## config.mk

```make
export PLATFORM = sky130hd
export DESIGN_NAME = dmac_wr_engine
export DESIGN_NICKNAME = d
export VERILOG_FILES = /design/src/rtl/dmac_pkg.sv /design/src/rtl/dmac_wr_engine.sv
export SDC_FILE = /design/constraint.sdc
export NUM_CORES = 1
export LEC_CHECK = 0
export ABC_AREA = 1
export BUFFER_PORTS_ARGS = -buffer_cell sky130_fd_sc_hd__buf_2
export CAP_MARGIN = 20
export CORE_MARGIN = 4
export CORE_UTILIZATION = 50
export CTS_BUF_LIST = sky130_fd_sc_hd__clkbuf_16
export DETAILED_ROUTE_END_ITERATION = 7
export PLACE_DENSITY_LB_ADDON = 0.1
export SLEW_MARGIN = 15
export SYNTH_ARGS = -nofsm -noshare
export SYNTH_HDL_FRONTEND = slang
export SYNTH_SLANG_ARGS = --single-unit
export TNS_END_PERCENT = 30
```

## constraint.sdc

```tcl
create_clock -name clk -period 3.2 [get_ports clk]
set_input_delay 0 -clock clk [delete_from_list [all_inputs] [get_ports clk]]
set_output_delay 0 -clock clk [all_outputs]
set_load 0.005 [all_outputs]
```

## src/rtl/dmac_pkg.sv

```systemverilog
`default_nettype none
// ============================================================================
// Module      : dmac_pkg
// Description : Shared types and constants for the DMA write engine: FSM
//               state encoding, AXI size/burst/response encodings, beat size.
// Revision    : 1.0 - initial release
// ============================================================================
package dmac_pkg;

  // Write engine FSM states
  typedef enum logic [1:0] {
    ST_IDLE = 2'd0,
    ST_AW   = 2'd1,
    ST_W    = 2'd2,
    ST_B    = 2'd3
  } state_t;

  // AXI encodings used by the engine
  localparam logic [2:0] C_AXI_SIZE_4B    = 3'b010;
  localparam logic [1:0] C_AXI_BURST_INCR = 2'b01;
  localparam logic [1:0] C_AXI_RESP_OKAY  = 2'b00;

  // Every beat moves one 32-bit word
  localparam int C_BEAT_BYTES = 4;
  localparam int C_BEAT_SHIFT = 2;

  // Word counter width: a 16-bit byte length holds at most 2^14 words
  localparam int C_WORDS_W = 14;

endpackage : dmac_pkg
`default_nettype wire

```

## src/rtl/dmac_wr_engine.sv

```systemverilog
`default_nettype none
// ============================================================================
// Module      : dmac_wr_engine
// Description : Drains an upstream FIFO into AXI INCR write bursts of up to
//               MAX_BURST 4-byte beats, one AW/W/B round per burst.
//               Optional macro DMAC_WR_BRESP_CHECK_EN: a non-OKAY write
//               response sets the sticky err_o and abandons the transfer.
// Revision    : 1.0 - initial release
// ============================================================================
module dmac_wr_engine
  import dmac_pkg::*;
#(
  parameter int ADDR_WIDTH = 32,
  parameter int DATA_WIDTH = 32,
  parameter int MAX_BURST  = 16
) (
  input  logic                      clk,
  input  logic                      rst_n,
  // transfer command
  input  logic                      start_i,
  input  logic [ADDR_WIDTH-1:0]     dst_addr_i,
  input  logic [15:0]               byte_len_i,
  output logic                      done_o,
  output logic                      err_o,
  // upstream FIFO read side
  input  logic                      fifo_empty_i,
  output logic                      fifo_rden_o,
  input  logic [DATA_WIDTH-1:0]     fifo_rdata_i,
  // AXI AW
  output logic                      awvalid_o,
  input  logic                      awready_i,
  output logic [ADDR_WIDTH-1:0]     awaddr_o,
  output logic [3:0]                awlen_o,
  output logic [2:0]                awsize_o,
  output logic [1:0]                awburst_o,
  // AXI W
  output logic                      wvalid_o,
  input  logic                      wready_i,
  output logic [DATA_WIDTH-1:0]     wdata_o,
  output logic [DATA_WIDTH/8-1:0]   wstrb_o,
  output logic                      wlast_o,
  // AXI B
  input  logic                      bvalid_i,
  output logic                      bready_o,
  input  logic [1:0]                bresp_i
);

  localparam logic [C_WORDS_W-1:0] c_max_words = C_WORDS_W'(MAX_BURST);

  state_t                  r_state;
  state_t                  w_state_nxt;
  logic [ADDR_WIDTH-1:0]   r_addr;
  logic [C_WORDS_W-1:0]    r_remain;
  logic [4:0]              r_beat;

  logic [4:0]              w_beats;
  logic [4:0]              w_last_idx;
  logic                    w_final;
  logic                    w_start;
  logic                    w_bresp_err;
  logic [C_WORDS_W-1:0]    w_remain_after;

  // Burst sizing: remaining words capped at MAX_BURST. r_remain only changes
  // in B, so the AW fields stay stable while awvalid_o waits for awready_i.
  assign w_beats        = (r_remain < c_max_words) ? r_remain[4:0] : 5'(MAX_BURST);
  assign w_last_idx     = w_beats - 5'd1;
  assign w_final        = (r_beat == w_last_idx);
  assign w_start        = start_i && (byte_len_i != 16'd0);
  assign w_remain_after = r_remain - C_WORDS_W'(w_beats);

  assign done_o    = (r_state == ST_IDLE);
  assign awaddr_o  = r_addr;
  assign awlen_o   = w_last_idx[3:0];
  assign awsize_o  = C_AXI_SIZE_4B;
  assign awburst_o = C_AXI_BURST_INCR;
  assign wdata_o   = fifo_rdata_i;
  assign wstrb_o   = '1;

`ifdef DMAC_WR_BRESP_CHECK_EN
  logic r_err;

  assign w_bresp_err = (bresp_i != C_AXI_RESP_OKAY);
  assign err_o       = r_err;

  // Sticky error flag: cleared by an accepted command, set by a bad response
  always_ff @(posedge clk) begin
    if (!rst_n) begin
      r_err <= 1'b0;
    end else if ((r_state == ST_IDLE) && w_start) begin
      r_err <= 1'b0;
    end else if ((r_state == ST_B) && bvalid_i && w_bresp_err) begin
      r_err <= 1'b1;
    end
  end
`else
  logic w_unused_bresp;

  assign w_unused_bresp = ^bresp_i;
  assign w_bresp_err    = 1'b0;
  assign err_o          = 1'b0;
`endif

  // FSM state register
  always_ff @(posedge clk) begin
    if (!rst_n) begin
      r_state <= ST_IDLE;
    end else begin
      r_state <= w_state_nxt;
    end
  end

  // FSM next state and handshake outputs; every valid is low outside its state
  always_comb begin
    w_state_nxt = r_state;
    awvalid_o   = 1'b0;
    wvalid_o    = 1'b0;
    wlast_o     = 1'b0;
    bready_o    = 1'b0;
    fifo_rden_o = 1'b0;
    case (r_state)
      ST_IDLE: begin
        if (w_start) begin
          w_state_nxt = ST_AW;
        end
      end
      ST_AW: begin
        awvalid_o = 1'b1;
        if (awready_i) begin
          w_state_nxt = ST_W;
        end
      end
      ST_W: begin
        wvalid_o    = ~fifo_empty_i;
        wlast_o     = wvalid_o & w_final;
        fifo_rden_o = wvalid_o & wready_i;
        if (fifo_rden_o && w_final) begin
          w_state_nxt = ST_B;
        end
      end
      ST_B: begin
        bready_o = 1'b1;
        if (bvalid_i) begin
          if (w_bresp_err || (w_remain_after == '0)) begin
            w_state_nxt = ST_IDLE;
          end else begin
            w_state_nxt = ST_AW;
          end
        end
      end
      default: w_state_nxt = ST_IDLE;
    endcase
  end

  // Address, remaining-word and beat counters
  always_ff @(posedge clk) begin
    if (!rst_n) begin
      r_addr   <= '0;
      r_remain <= '0;
      r_beat   <= '0;
    end else begin
      case (r_state)
        ST_IDLE: begin
          if (w_start) begin
            r_addr   <= dst_addr_i;
            r_remain <= byte_len_i[15:C_BEAT_SHIFT];
            r_beat   <= '0;
          end
        end
        ST_W: begin
          if (fifo_rden_o) begin
            r_beat <= w_final ? 5'd0 : r_beat + 5'd1;
          end
        end
        ST_B: begin
          if (bvalid_i) begin
            r_addr   <= r_addr + (ADDR_WIDTH'(w_beats) << C_BEAT_SHIFT);
            r_remain <= w_bresp_err ? '0 : w_remain_after;
          end
        end
        default: ;
      endcase
    end
  end

endmodule : dmac_wr_engine
`default_nettype wire

```

# After elaboration in Yosys (flattened, before gate mapping)
# Index checks and enable logic that the tools add are counted.
# word_totals
ff_bits	53
output_inout_bits	84
wordCells	53
# op_classes
n_addsub	4
n_lt_le_gt_ge	1
n_eq_ne	9
muxes	22
bitwise_logic	3
reduce_logical	10
# ops
operator	count
32-bit 2-to-1 mux	2
32-bit one-hot mux with 2 select lines	1
32-bit by 7-bit adder with 32-bit output	1
14-bit 2-to-1 mux	2
14-bit one-hot mux with 2 select lines	1
5-bit 2-to-1 mux	4
16-bit nonzero test	1
14-bit logical NOT	1
14-bit by 5-bit less-than comparator with 1-bit output, second input constant	1
14-bit by 5-bit subtractor with 14-bit output	1
5-bit one-hot mux with 2 select lines	1
2-bit 2-to-1 mux	4
2-bit != test, second input constant	4
2-bit one-hot mux with 4 select lines	1
1-bit 2-to-1 mux	6
3-bit AND reduction	2
5-bit by 1-bit adder with 5-bit output, second input constant	1
5-bit equality test	1
5-bit by 1-bit subtractor with 5-bit output, second input constant	1
2-bit equality test, second input constant	2
4-bit AND reduction	1
2-bit nonzero test	2
1-bit AND	2
2-bit by 1-bit equality test with 1-bit output, second input constant	1
4 further kinds	5

# Depth between registers and ports, before layout
# Gate-level depths: netlist of the first run.
# depth
depth_word	7
ltp_mapped	21
mapped_depth_nobuf	21

# Worst setup path before layout of the first run
# No wires, ideal clock.
# synth_path
kind	register to register
startpoint	register r_remain[5]
endpoint	register r_addr[26], in the netlist awaddr_o[26]
t_arrival_ns	2.775
required_ns	3.130
path_slack_ns	0.354
path_stages_with_launch	21
path_buffers	1
path_cell_list	dfxtp_1 -> nor2_2 -> nand2_2 -> nor2_8 -> nand2_4 -> buf_6 -> nor2_1 -> inv_1 -> fa_1 -> inv_1 -> nand3_1 -> nand2_1 -> nand2_1 -> a21oi_2 -> inv_1 -> nor2_1 -> nand4_1 -> or2_0 -> nand3_1 -> o211ai_1 -> a21oi_1
# synth_via
elab_chain_len	5
# synth_rtl
item	line	rtl
from (decl)	dmac_wr_engine.sv:53	logic [C_WORDS_W-1:0] r_remain;
from (signal assigned)	dmac_wr_engine.sv:165	r_remain <= byte_len_i[15:C_BEAT_SHIFT];
from (signal assigned)	dmac_wr_engine.sv:177	r_remain <= w_bresp_err ? '0 : w_remain_after;
14-bit by 5-bit less-than comparator with 1-bit output	dmac_wr_engine.sv:65	assign w_beats = (r_remain < c_max_words) ? r_remain[4:0] : 5'(MAX_BURST);
5-bit 2-to-1 mux	dmac_wr_engine.sv:65	
32-bit by 7-bit adder with 32-bit output	dmac_wr_engine.sv:176	r_addr <= r_addr + (ADDR_WIDTH'(w_beats) << C_BEAT_SHIFT);
32-bit 2-to-1 mux	dmac_wr_engine.sv:175	if (bvalid_i) begin
32-bit one-hot mux with 2 select lines	dmac_wr_engine.sv:161	case (r_state)
to (signal assigned)	dmac_wr_engine.sv:164	r_addr <= dst_addr_i;
to (signal assigned)	dmac_wr_engine.sv:176	
to (decl)	dmac_wr_engine.sv:52	logic [ADDR_WIDTH-1:0] r_addr;
# Every way passes these cells. The select of a mux whose other input is x is not followed.
# A chain may end at the register's enable or synchronous reset.

# Worst setup path after layout of the first run
# layout_path
startpoint	register r_remain[10]
endpoint	register r_addr[16], in the netlist awaddr_o[16]
# The elaborated chain is that of the path after synthesis.

==> results of run 1 <==
-- power groups by stage --
| stage | sequential, uW | combinational, uW | clock, uW |
|---|---|---|---|
| after floorplan | 1180 | 1770 | 0 |
| after global placement | 1240 | 2310 | 0 |
| after detailed placement | 1240 | 2350 | 0 |
| after CTS | 1230 | 2370 | 716 |
| after global routing | 1300 | 2850 | 738 |
| final | 1250 | 2530 | 710 |
-- worst max-delay path, delay by kind of cell (launching register included) --
kind,cells,cell delay [ns]
adder cells (fa/ha/maj),1,0.39
flip-flops,1,0.34
buffers and inverters,5,0.53
AO/OA/AOI/OAI,3,0.42
AND/OR/NAND/NOR,9,1.10
XOR/XNOR,1,0.16
-- cells in the final DEF (no fill, tap or decap), types with 2 or more instances in the layout --
cell type,synthesis,routed
sky130_fd_sc_hd__or2_2,6,6
sky130_fd_sc_hd__nor2_1,65,63
sky130_fd_sc_hd__nor3_1,15,15
sky130_fd_sc_hd__nand2_1,155,152
sky130_fd_sc_hd__o21ai_0,35,35
sky130_fd_sc_hd__a31oi_1,11,11
sky130_fd_sc_hd__nor2_4,2,4
sky130_fd_sc_hd__nand2_2,4,7
sky130_fd_sc_hd__dlygate4sd3_1,0,13
sky130_fd_sc_hd__ha_1,12,10
sky130_fd_sc_hd__nand3_1,44,44
sky130_fd_sc_hd__nor4_1,4,4
sky130_fd_sc_hd__conb_1,2,11
sky130_fd_sc_hd__o211ai_1,13,13
sky130_fd_sc_hd__o22ai_1,3,3
sky130_fd_sc_hd__nand3_2,6,5
sky130_fd_sc_hd__buf_2,6,96
sky130_fd_sc_hd__nor2_2,3,3
sky130_fd_sc_hd__or2_0,2,2
sky130_fd_sc_hd__xor2_1,9,9
sky130_fd_sc_hd__ha_2,0,2
sky130_fd_sc_hd__clkbuf_16,0,5
sky130_fd_sc_hd__nand4_1,16,16
sky130_fd_sc_hd__bufinv_16,0,2
sky130_fd_sc_hd__inv_2,5,8
sky130_fd_sc_hd__xnor2_1,3,3
sky130_fd_sc_hd__nand2_4,2,2
sky130_fd_sc_hd__a21oi_1,49,49
sky130_fd_sc_hd__a21oi_2,2,2
sky130_fd_sc_hd__a211oi_1,5,5
sky130_fd_sc_hd__dfxtp_1,53,50
sky130_fd_sc_hd__inv_1,67,64
sky130_fd_sc_hd__dfxtp_2,0,3
sky130_fd_sc_hd__a221oi_1,10,10
sky130_fd_sc_hd__o21ai_1,4,4
sky130_fd_sc_hd__clkinv_1,2,2
sky130_fd_sc_hd__buf_4,42,19
-- cells in the mapped netlist (3+ instances only) --
master / count
sky130_fd_sc_hd__inv_1: 67
sky130_fd_sc_hd__o21ai_0: 35
sky130_fd_sc_hd__xor2_1: 9
sky130_fd_sc_hd__inv_2: 5
sky130_fd_sc_hd__a31oi_1: 11
sky130_fd_sc_hd__buf_1: 5
sky130_fd_sc_hd__nand4_1: 16
sky130_fd_sc_hd__o22ai_1: 3
sky130_fd_sc_hd__nand2_1: 155
sky130_fd_sc_hd__dfxtp_1: 53
sky130_fd_sc_hd__o211ai_1: 13
sky130_fd_sc_hd__nor2_2: 3
sky130_fd_sc_hd__a21oi_1: 49
sky130_fd_sc_hd__buf_2: 6
sky130_fd_sc_hd__o21ai_1: 4
sky130_fd_sc_hd__a211oi_1: 5
sky130_fd_sc_hd__nor2_1: 65
sky130_fd_sc_hd__nor4_1: 4
sky130_fd_sc_hd__nand2_2: 4
sky130_fd_sc_hd__nand3_1: 44
sky130_fd_sc_hd__nand3_2: 6
sky130_fd_sc_hd__ha_1: 12
sky130_fd_sc_hd__or2_2: 6
sky130_fd_sc_hd__buf_4: 42
sky130_fd_sc_hd__nor3_1: 15
sky130_fd_sc_hd__clkbuf_1: 13
sky130_fd_sc_hd__xnor2_1: 3
sky130_fd_sc_hd__a221oi_1: 10
-- worst max path at each step --
stage,startpoint,endpoint,slack [ns],cells after the start
floorplan,r_remain[5]$_SDFFE_PN0P_,awaddr_o[26]$_SDFFE_PN0P_,0.35,20
global placement,r_remain[5]$_SDFFE_PN0P_,awaddr_o[26]$_SDFFE_PN0P_,0.20,20
detailed placement,r_remain[5]$_SDFFE_PN0P_,awaddr_o[26]$_SDFFE_PN0P_,0.10,20
CTS,r_remain[5]$_SDFFE_PN0P_,awaddr_o[26]$_SDFFE_PN0P_,0.08,20
global route,r_remain[10]$_SDFFE_PN0P_,awaddr_o[16]$_SDFFE_PN0P_,-0.11,19
finish,r_remain[10]$_SDFFE_PN0P_,awaddr_o[16]$_SDFFE_PN0P_,0.18,19
-- final cells by class --
class / count / area [um2] / area share, %
clock buffers: 5 / 125 / 2.45
clock inverters: 3 / 65.1 / 1.27
inverters: 74 / 278 / 5.44
multi-input cells: 501 / 2690 / 52.6
flip-flops and latches: 53 / 1060 / 20.9
well taps: 105 / 131 / 2.57
repair buffers: 128 / 753 / 14.8
-- stage by stage --
step	total power [uW]	setup slack, ns	std cells	setup TNS, ns	hold slack (ns)
floorplan	2950	0.354	695	0	0.0311
global placement	3550	0.201	836	0	0.0000346
detailed placement	3590	0.101	836	0	0.0000346
CTS	4320	0.0796	857	0	0.0000346
global route	4880	-0.105	869	-0.207	0.00000795
finish	4490	0.183	869	0	0.00000143
-- repair_timing --
item / CTS / global route
resized for setup: 0 / 17
endpoints found under the setup margin: 0 / 12
hold buffers: 13 / 0
setup buffers: 0 / 12
hold endpoints to repair: 13 / 0
-- routing by layer --
| layer | global-route usage, % | up-vias | wire length [um] |
|---|---|---|---|
| li1 | - | 2387 | - |
| met1 | 34.5 | 2191 | 5790 |
| met2 | 38.7 | 189 | 5850 |
| met3 | 4.48 | 37 | 1020 |
| met4 | 7.16 | 0 | 267 |
| met5 | 0 | - | 0 |
-- logic make-up after synthesis --
logic type	synth area share [%]
compound gates	19.0
fa+ha+maj	3.90
other cells	0.172
simple gates	34.1
flops	24.3
buf+inv	16.1
xor+xnor	2.41
-- registers in the layout, indices dropped and copies added, names as in the netlist --
signal	flops
awaddr_o	32
r_remain	14
r_beat	5
r_state	2
==> run summary, run 1 <==
The run finished with clean final reports. The number of inserted diodes is 0, and the buffer levels on the longest clock path is 2. The endpoint required time on the critical path came out at 3.42 ns. The standard-cell row count was 33; the number of instances on the worst hold path was 0.

Clock root buffer: sky130_fd_sc_hd__clkbuf_16. In this design, the stage delay of the slowest critical-path cell is 0.39 ns. The leftover overflow at the end of global routing is 0, and the register-to-register path setup slack is 0.18 ns. The tools report the number of iterations in the first detailed-routing pass as 6. In this run the standard cell core region covers 8340 um2.

The number of pins with negative max-slew slack in the final report was 0. By area the synthesized netlist is led by sky130_fd_sc_hd__dfxtp_1 24%, sky130_fd_sc_hd__nand2_1 13%, sky130_fd_sc_hd__buf_4 7.2%, sky130_fd_sc_hd__inv_1 5.8%, sky130_fd_sc_hd__a21oi_1 5.6%. The number of buffers inserted by port buffering works out to 96.

The startpoint of the worst hold path is fifo_rdata_i[14]. The run gives 56.3% as the portion of total power attributed to combinational logic. Traced cell by cell, the critical path runs through inv_2, nand2_2, nor2_4, buf_4, nand2_4, nor2_2, inv_1, fa_2, inv_1, nand3_1, nand2_2, nand2_1, a21oi_2, nand2_2, nor4_4, buf_4, xor2_1, o21ai_0, a21oi_1. Counting the buffers created by CTS gives 5. The area growth from synthesis to layout is 17.0%. The number of remaining DRC errors is 0, and the final critical delay including setup and external delays is 3.02 ns. After synthesis, the largest area contributor takes up 24.3% of total cell area. Max-cap violations in this run came to 0. The die is 101 um tall. Portion of total power attributed to sequential cells: 27.9%. Data arrives at the worst endpoint at 3.24 ns. The core utilization of the finished layout was 61.2%.

TritonCTS built the clock tree. The die covers 10300 um2. For this design the total switching power over the nets is 2140 uW. Hold path endpoint: wdata_o[14].

The logs give 0 for the initial antenna violation count and 52.3% for the starting utilization of the core area. Yosys synthesis warning count: 0. The layout has 831 filler cells. Number of failing hold endpoints at the final stage: 0. The detailed-route wire length per cell came out at 14.9 um. Setup repair after global routing could not meet its margin everywhere. The library cell contributing the largest single delay on the critical path is sky130_fd_sc_hd__fa_2. Summing over every cut layer, the via total after detailed routing is 4804. Counting every sink on the clock net gives 53.

Counting flops and latches in the post-synthesis netlist gives 53. Setup violations remaining at the end of the flow were counted as 0. After synthesis, the netlist uses 44 different library cells.

Clock-pin slew was measured on the worst setup and hold paths at 0.07 ns. Number of global-route vias before repair: 4347. The destination of the worst register-to-register timing path was awaddr_o[16]$_SDFFE_PN0P_.

The tightest min-delay check is of the in2out type. The tools report the total internal power as 2350 uW. The wire-length estimate of the detail-placed layout is 9350 um. The headroom to the max-slew limit is 55.5%, and the critical-path maximum fanout is 5. The boundary pin count was 173; the via-per-instance ratio was 5.53. The die is 101 um wide. The run gives 24.3% as the sequential cell area fraction in the yosys report.

The run gives 0.925 as the weighted congestion at the end of routability-driven global placement. Dividing the synthesized area by the synthesized cell count gives 6.36 um2. Antenna violation net count after detailed routing: 0. Among all flip-flop cells after synthesis, the most frequent one is sky130_fd_sc_hd__dfxtp_1. The global-route usage over all layers was 24.6%; the power density over cell area was 880 nW/um2.

The H-tree was split into 2 levels. The clock arrives with 0.00510 ns of skew. The critical path is of the reg2reg type. Of all cell types, the one taking the most synthesized area is sky130_fd_sc_hd__dfxtp_1. Derived from the worst setup path, the maximum achievable clock frequency is 331 MHz.

The area of placed instances came out at 4650 um2. The final layout contains routed wiring with a total length of 12900 um. Final clock period utilization by the worst path: 94.3%.

The tools report the startpoint type of the worst setup path as a flop. The violation count after the first detailed-routing iteration came out at 219. The tools report the clock insertion delay at the later pin of the skew report as 0.29 ns. The first global-routing pass estimated 20700 um of wire.

The sort of element at the end of the critical path was a flop. Synthesis produced a netlist whose cell count is 686. The clock power share is 15.8%, and the number of cells traversed by the worst register-to-register path is 19.

For the pin with the worst max-slew slack, the measured transition is 0.666 ns. At the end of the flow, the number of nets in the layout was 865. Net switching is 47.8% of the power. VDD sags by at most 1.13 mV. The async set-reset flop share out of synthesis is 0%, and the maximum number of pins on one net before global-route repair is 63. Fraction of final layout cells with drive strength greater than 1: 22.6%.

The count of flip-flops with a built-in enable after synthesis was 0. Area of the mapped netlist: 4360 um2. The dominant cell type by count on the critical path is sky130_fd_sc_hd__nand2_2.

In this run the static leakage power is 0.00228 uW. The run gives 5100 um2 as the cell area after layout. The worst register-to-register path begins at r_remain[10]$_SDFFE_PN0P_.
(Power assumes the default switching activity.)
==> run 2, diff against run 1 <==
HOLD_SLACK_MARGIN = 0.06   (was not set)
==> run summary, run 2 (same netlist as run 1, synthesis figures left out) <==
The logs give 3.42 ns (about the same) for the endpoint required time on the critical path and 173 (unchanged) for the boundary pin count. The tools report the number of remaining DRC errors as 0 (unchanged). The critical path class is reg2reg.

The tools report the register-to-register path setup slack as 0.18 ns (about the same). The worst hold path belongs to the class in2reg. Detailed-route wire length per cell: 14.8 um (-0.54%). The flip-flop count of the largest register, all copies and words added is 32 (unchanged), and the headroom to the max-slew limit is 56.1% (+0.57 points). The horizontal extent of the die is 101 um (unchanged), and the standard-cell row count is 33 (unchanged). The logs give 5910 um (+2.1%) for the detailed-routing wirelength on met1 and 0.00246 uW (+8.1%) for the leakage power total. The core utilization of the finished layout is 66.4% (+5.3 points), and the maximum clock rate is 331 MHz (-0.11%). The flow ran to the end, and the final reports show no timing, DRC or antenna violations.

The initial antenna violation count came out at 0 (unchanged). Placed wire-length estimate: 9350 um (unchanged). The logs give 4998 (+4.0%) for the via count and 212 (-3.2%) for the violation count after the first detailed-routing iteration.

The total power after layout was 4560 uW (+1.4%). The actual slew at the worst max-slew pin works out to 0.657 ns (-0.00854 ns). The cell sitting at the root of the clock tree is a sky130_fd_sc_hd__clkbuf_16. Total number of clock tree sinks: 53 (unchanged).

The maximum number of pins on one net before global-route repair was 63 (unchanged); the delay of the slowest cell on the worst path was 0.39 ns (about the same). The number of instances on the worst hold path is 3 (+3). The total met3 wirelength after detailed routing was 1110 um (+9.3%).

The antenna violation net count after detailed routing came out at 0 (unchanged). The clock transition at the register clock pins on the worst setup and hold paths after CTS is 0.08 ns (about the same), and the number of buffers inserted during clock tree synthesis is 5 (unchanged). Traced cell by cell, the critical path runs through inv_2, nand2_2, nor2_4, buf_4, nand2_4, nor2_2, inv_1, fa_2, inv_1, nand3_1, nand2_2, nand2_1, a21oi_2, nand2_2, nor4_4, buf_4, xor2_1, o21ai_0, a21oi_1.

The area of the multi-input gates was 2690 um2 (unchanged). Library cell contributing the largest single delay on the critical path: sky130_fd_sc_hd__fa_2. Hold path endpoint: r_remain[6]$_SDFFE_PN0P_. The core region area is 8340 um2 (unchanged). The run gives 25.5% (+0.86 points) as the global-route usage over all layers.

The tools report the maximum VDD drop as 1.13 mV (-0.28%). TritonCTS built the clock tree. For the final routed wirelength across all metal layers, the log shows 13500 um (+4.5%). The buffer levels on the longest clock path was 2 (unchanged); the number of buffers inserted by port buffering was 96 (unchanged). The run gives 10300 um2 (unchanged) as the total die area. Setup repair after global routing could not meet its margin everywhere.

The layout-stage area growth over the synthesis result was 27.1%; the number of global-route vias before repair was 4525 (+4.1%). The endpoint arrival time on the critical path came out at 3.24 ns (about the same). The number of cells traversed by the worst register-to-register path works out to 19 (unchanged). The fraction of final layout cells with drive strength greater than 1 was 21.5% (-1.1 points); the number of iterations in the first detailed-routing pass was 5 (-1). The final clock period utilization by the worst path was 94.4% (+0.11 points); the number of inserted diodes was 0 (unchanged). The run gives 2 (unchanged) as the H-tree level count. The final critical delay including setup and external delays was 3.02 ns (+0.00344 ns); the clock tree skew after final layout was 0.00903 ns (+0.00393 ns). Via-per-instance ratio: 5.47 (-0.98%). The clock insertion delay at the later pin of the skew report was 0.30 ns (about the same). By instance count, the cell type seen most on the critical path is sky130_fd_sc_hd__nand2_2. The library cells used most frequently in the layout, excluding fill and tap cells, are 152 x sky130_fd_sc_hd__nand2_1, 96 x sky130_fd_sc_hd__buf_2, 64 x sky130_fd_sc_hd__inv_1. On the critical path the largest part of the delay comes from simple AND/OR/NAND/NOR gates. STA classifies the critical path endpoint as a flop. The run gives 0 (unchanged) as the leftover overflow at the end of global routing. In this run the critical register-to-register path is launched from r_remain[8]$_SDFFE_PN0P_. The run gives 0 (unchanged) as the number of failing hold endpoints at the final stage.

The number of nets at the end of the flow was 909 (+5.1%). The run gives 52.3% (unchanged) as the starting utilization of the core area. Routed signal wires occupy layers up through met4. Number of pins with negative max-slew slack in the final report: 0 (unchanged).

The count of filler cells inserted in the layout was 779 (-6.3%). Power density over cell area: 822 nW/um2 (-6.6%). For the final count of negative-setup-slack endpoints, the log shows 0 (unchanged). The critical-path maximum fanout works out to 5 (unchanged). The sum of met2 wire segment lengths after detailed routing was 6300 um (+7.7%); the minimum setup slack after placement was 0.101 ns (unchanged). The startpoint identified for the worst hold timing path is byte_len_i[8]. The tools report the combined flip-flop and latch cell area as 1060 um2 (unchanged). The worst setup path is launched from a flop. The first-pass GRT wire length came out at 21500 um (+3.6%). For the worst setup slack after layout, the log shows 0.179 ns (-0.00345 ns).

Leaving out fill and tap cells, the most frequent cell in the layout is sky130_fd_sc_hd__nand2_1. The number of buffers and inverters on the critical path came out at 5 (unchanged). The tools report the total of max-cap violations as 0 (unchanged). The endpoint identified for the worst register-to-register timing path is awaddr_o[16]$_SDFFE_PN0P_. The die outline height is 101 um (unchanged).

The weighted congestion at the end of routability-driven global placement was 0.925 (unchanged).
-- run 2: worst min-delay path, stage by stage --
cell                       delay (ns)
sky130_fd_sc_hd__buf_2           0.10
sky130_fd_sc_hd__a21oi_1         0.13
sky130_fd_sc_hd__a221oi_1        0.08
-- run 2: metrics by stage --
step	hold WS, ns	cells	cell area, um2	TNS (ns)
2_1_floorplan	0.0311	695	4400	0
3_3_place_gp	0.0000346	836	4650	0
3_5_place_dp	0.0000346	836	4650	0
4_1_cts	0.0608	900	5400	0
5_1_grt	0.0841	913	5540	-0.222
6_report	0.0633	913	5540	0
-- run 2: layout make-up --
| type | instances | area share (%) |
|---|---|---|
| clock buffer | 5 | 2.26 |
| clock inverter | 3 | 1.17 |
| inverter | 74 | 5.01 |
| multi-input combinational | 501 | 48.5 |
| sequential | 53 | 19.2 |
| tap | 105 | 2.37 |
| timing repair buffer | 172 | 21.5 |
-- run 2: metal layers --
metal	track usage, %	vias to the layer above
met3	4.61	19
met2	41.4	231
li1	-	2476
met1	35.2	2272
met4	5.83	0
met5	0	-
-- run 2: how the worst max path moves through the flow --
stage | from | to | depth (start not counted)
final | r_remain[8]$_SDFFE_PN0P_ | awaddr_o[16]$_SDFFE_PN0P_ | 19
after global routing | r_remain[10]$_SDFFE_PN0P_ | awaddr_o[16]$_SDFFE_PN0P_ | 19
after CTS | r_remain[5]$_SDFFE_PN0P_ | awaddr_o[26]$_SDFFE_PN0P_ | 20
after detailed placement | r_remain[5]$_SDFFE_PN0P_ | awaddr_o[26]$_SDFFE_PN0P_ | 20
after global placement | r_remain[5]$_SDFFE_PN0P_ | awaddr_o[26]$_SDFFE_PN0P_ | 20
after floorplan | r_remain[5]$_SDFFE_PN0P_ | awaddr_o[26]$_SDFFE_PN0P_ | 20
-- run 2: repair_timing --
action / in CTS / in global routing
setup buffers: 0 / 13
hold buffers: 56 / 0
endpoints found under the hold margin: 56 / 0
resized for setup: 0 / 17
setup endpoints to repair: 0 / 12
-- run 2: power breakdown --
group	total, uW	switching (uW)	internal [uW]
Combinational	2590	1580	1010
Clock	711	264	448
Sequential	1250	319	931
==> run 3, diff against run 2 <==
CORE_UTILIZATION = 45   (was 50)
==> run summary, run 3 (same netlist as run 1, synthesis figures left out) <==
The flow ran to the end, and the final reports show no timing, DRC or antenna violations. The logs give 0.19 ns (about the same) for the register-to-register path setup slack and 934 (+2.3%) for the number of standard cells in the layout, taps in and fillers out. The headroom to the max-slew limit is 37.0% (-19 points). The layout-stage area growth over the synthesis result came out at 25.9%.

The top cell types in the final layout, fill and taps aside, are 152 x sky130_fd_sc_hd__nand2_1, 96 x sky130_fd_sc_hd__buf_2, 69 x sky130_fd_sc_hd__inv_1. The number of buffers inserted during clock tree synthesis is 5 (unchanged). The tools report the placed wire-length estimate as 9400 um (+0.58%). The power density over cell area came out at 788 nW/um2 (-4.2%). The flip-flop count of the largest register, all copies and words added is 32 (unchanged).

The die outline height is 106 um (+5.0%), and the number of remaining DRC errors is 0 (unchanged). The weighted congestion at the end of routability-driven global placement came out at 0.954 (+3.1%). For the H-tree level count, the log shows 2 (unchanged). TritonCTS built the clock tree. The tools report the number of failing hold endpoints at the final stage as 0 (unchanged). The logs give 332 MHz (+0.33%) for the maximum clock rate and 21700 um (+1.3%) for the first-pass GRT wire length.

For the total die area, the log shows 11300 um2 (+10%). STA classifies the critical path startpoint as a flop. The tree is rooted in a sky130_fd_sc_hd__clkbuf_16. The initial antenna violation count is 0 (unchanged), and the starting utilization of the core area is 46.8% (-5.5 points). Final critical delay including setup and external delays: 3.01 ns (-0.0100 ns). The detailed-route wire length per cell is 14.6 um (-1.5%). The run gives 0.00722 ns (-0.00181 ns) as the clock tree skew after final layout.

The startpoint of the lowest-slack register-to-register path was r_remain[4]$_SDFFE_PN0P_. The run gives 35 (+6.1%) as the standard-cell row count. Setup repair after global routing could not meet its margin everywhere.

The startpoint identified for the worst hold timing path is dst_addr_i[3]. The tools report the via count as 4912 (-1.7%). The total of max-cap violations came out at 0 (unchanged). The clock insertion delay at the later pin of the skew report was 0.29 ns (about the same); the antenna violation net count after detailed routing was 0 (unchanged). The number of global-route vias before repair is 4641 (+2.6%), and the number of pins with negative max-slew slack in the final report is 0 (unchanged). The buffer levels on the longest clock path came out at 2 (unchanged). The total number of clock tree sinks was 53 (unchanged); the final clock period utilization by the worst path was 94.1% (-0.31 points). The path class of the lowest-slack min-delay path was in2reg.

The via-per-instance ratio is 5.26 (-3.9%), and the horizontal extent of the die is 106 um (+5.0%). The critical-path maximum fanout works out to 7 (+2). The endpoint arrival time on the critical path is 3.22 ns (-0.02 ns).

The number of nets at the end of the flow is 906 (-0.33%), and the number of buffers inserted by port buffering is 96 (unchanged). The run gives 173 (unchanged) as the boundary pin count. The library cell used most frequently in the layout, excluding fill and tap cells, is sky130_fd_sc_hd__nand2_1.

The worst setup path is of the reg2reg kind. The number of cells traversed by the worst register-to-register path was 20 (+1); the clock transition at the register clock pins on the worst setup and hold paths after CTS was 0.07 ns (about the same). For the violation count after the first detailed-routing iteration, the log shows 270 (+27%). Actual slew at the worst max-slew pin: 0.944 ns (+0.287 ns).

The maximum VDD drop is 1.01 mV (-11%), and the global-route usage over all layers is 23.0% (-2.5 points). Number of inserted diodes: 0 (unchanged). STA classifies the critical path endpoint as a flop. The core region area is 9330 um2 (+12%), and the worst setup slack after layout is 0.189 ns (+0.0100 ns). The run gives 0 (unchanged) as the final count of negative-setup-slack endpoints. The tools report the maximum number of pins on one net before global-route repair as 63 (unchanged). The number of iterations in the first detailed-routing pass was 5 (unchanged). The final routed wirelength across all metal layers came out at 13600 um (+0.73%). The tools report the leakage power total as 0.00243 uW (-1.3%). The endpoint identified for the worst register-to-register timing path is awaddr_o[28]$_SDFFE_PN0P_.

The run gives 3.41 ns (about the same) as the endpoint required time on the critical path. In this run the worst setup path begins at r_remain[4]$_SDFFE_PN0P_. The number of instances in the placed design was 862 (+3.1%). The minimum setup slack after placement came out at 0.113 ns (+0.0118 ns).

The fraction of final layout cells with drive strength greater than 1 works out to 20.2% (-1.3 points). In this run the worst setup path terminates at awaddr_o[28]$_SDFFE_PN0P_. Leftover overflow at the end of global routing: 0 (unchanged).
run 3: layer usage:
layer  vias up  GRT usage, %  routed length (um)
met3        20          3.83                 934
met5         -             0                   0
met2       188          38.8                6240
met1      2238          31.4                6290
met4         0          4.02                 152
li1       2466             -                   -
run 3: repair_timing:
item | CTS | global route
resized for setup | 0 | 12
endpoints found under the hold margin | 57 | 0
hold buffers | 57 | 0
endpoints found under the setup margin | 0 | 13
setup buffers | 0 | 7
run 3: metrics by stage:
stage	total power, uW	hold slack, ns	setup TNS, ns	cell area [um2]	util [%]
after floorplan	2950	0.0311	0	4400	-
after global placement	3580	0.0000346	0	4690	50.3
final	4330	0.0756	0	5490	58.9
after CTS	4220	0.0739	0	5400	57.9
after global routing	4730	0.0859	-0.0328	5490	58.9
after detailed placement	3620	0.0000346	0	4690	50.3
run 3: worst min-delay path by stage:
stage | endpoint | slack, ns | depth (start not counted)
after floorplan | wvalid_o | 0.03 | 1
after global placement | wdata_o[11] | 0.00003 | 0
after global routing | awaddr_o[3]$_SDFFE_PN0P_ | 0.09 | 3
after CTS | awaddr_o[3]$_SDFFE_PN0P_ | 0.07 | 3
final | awaddr_o[3]$_SDFFE_PN0P_ | 0.08 | 3
after detailed placement | wdata_o[11] | 0.00003 | 0
run 3: layout make-up:
cell class	instances	area, um2
tap	129	161
multi-input combinational	501	2690
timing repair buffer	169	1170
sequential	53	1060
fill	892	3830
clock inverter	3	11.3
inverter	74	278
clock buffer	5	125
run 3: worst max-delay path: stages, from the launching register on:
cell	delay [ns]
sky130_fd_sc_hd__dfxtp_1	0.34
sky130_fd_sc_hd__inv_2	0.14
sky130_fd_sc_hd__nand3_4	0.11
sky130_fd_sc_hd__nor2_8	0.16
sky130_fd_sc_hd__nand3_2	0.08
sky130_fd_sc_hd__inv_1	0.06
sky130_fd_sc_hd__ha_1	0.16
sky130_fd_sc_hd__inv_1	0.06
sky130_fd_sc_hd__fa_2	0.35
sky130_fd_sc_hd__inv_1	0.08
sky130_fd_sc_hd__nand3_1	0.09
sky130_fd_sc_hd__nand2_2	0.11
sky130_fd_sc_hd__nand2_1	0.07
sky130_fd_sc_hd__a21oi_2	0.19
sky130_fd_sc_hd__nand2_2	0.11
sky130_fd_sc_hd__nor2_2	0.12
sky130_fd_sc_hd__nand4_1	0.13
sky130_fd_sc_hd__or2_0	0.24
sky130_fd_sc_hd__nand3_1	0.07
sky130_fd_sc_hd__o211ai_1	0.09
sky130_fd_sc_hd__a21oi_1	0.14
run 3: power by group:
| group | leakage (uW) | switching [uW] | total [uW] | internal (uW) |
|---|---|---|---|---|
| sequential | 0.000438 | 316 | 1240 | 927 |
| combinational | 0.00192 | 1580 | 2550 | 973 |
| clock | 0.0000776 | 251 | 535 | 283 |
| total | 0.00243 | 2140 | 4330 | 2180 |
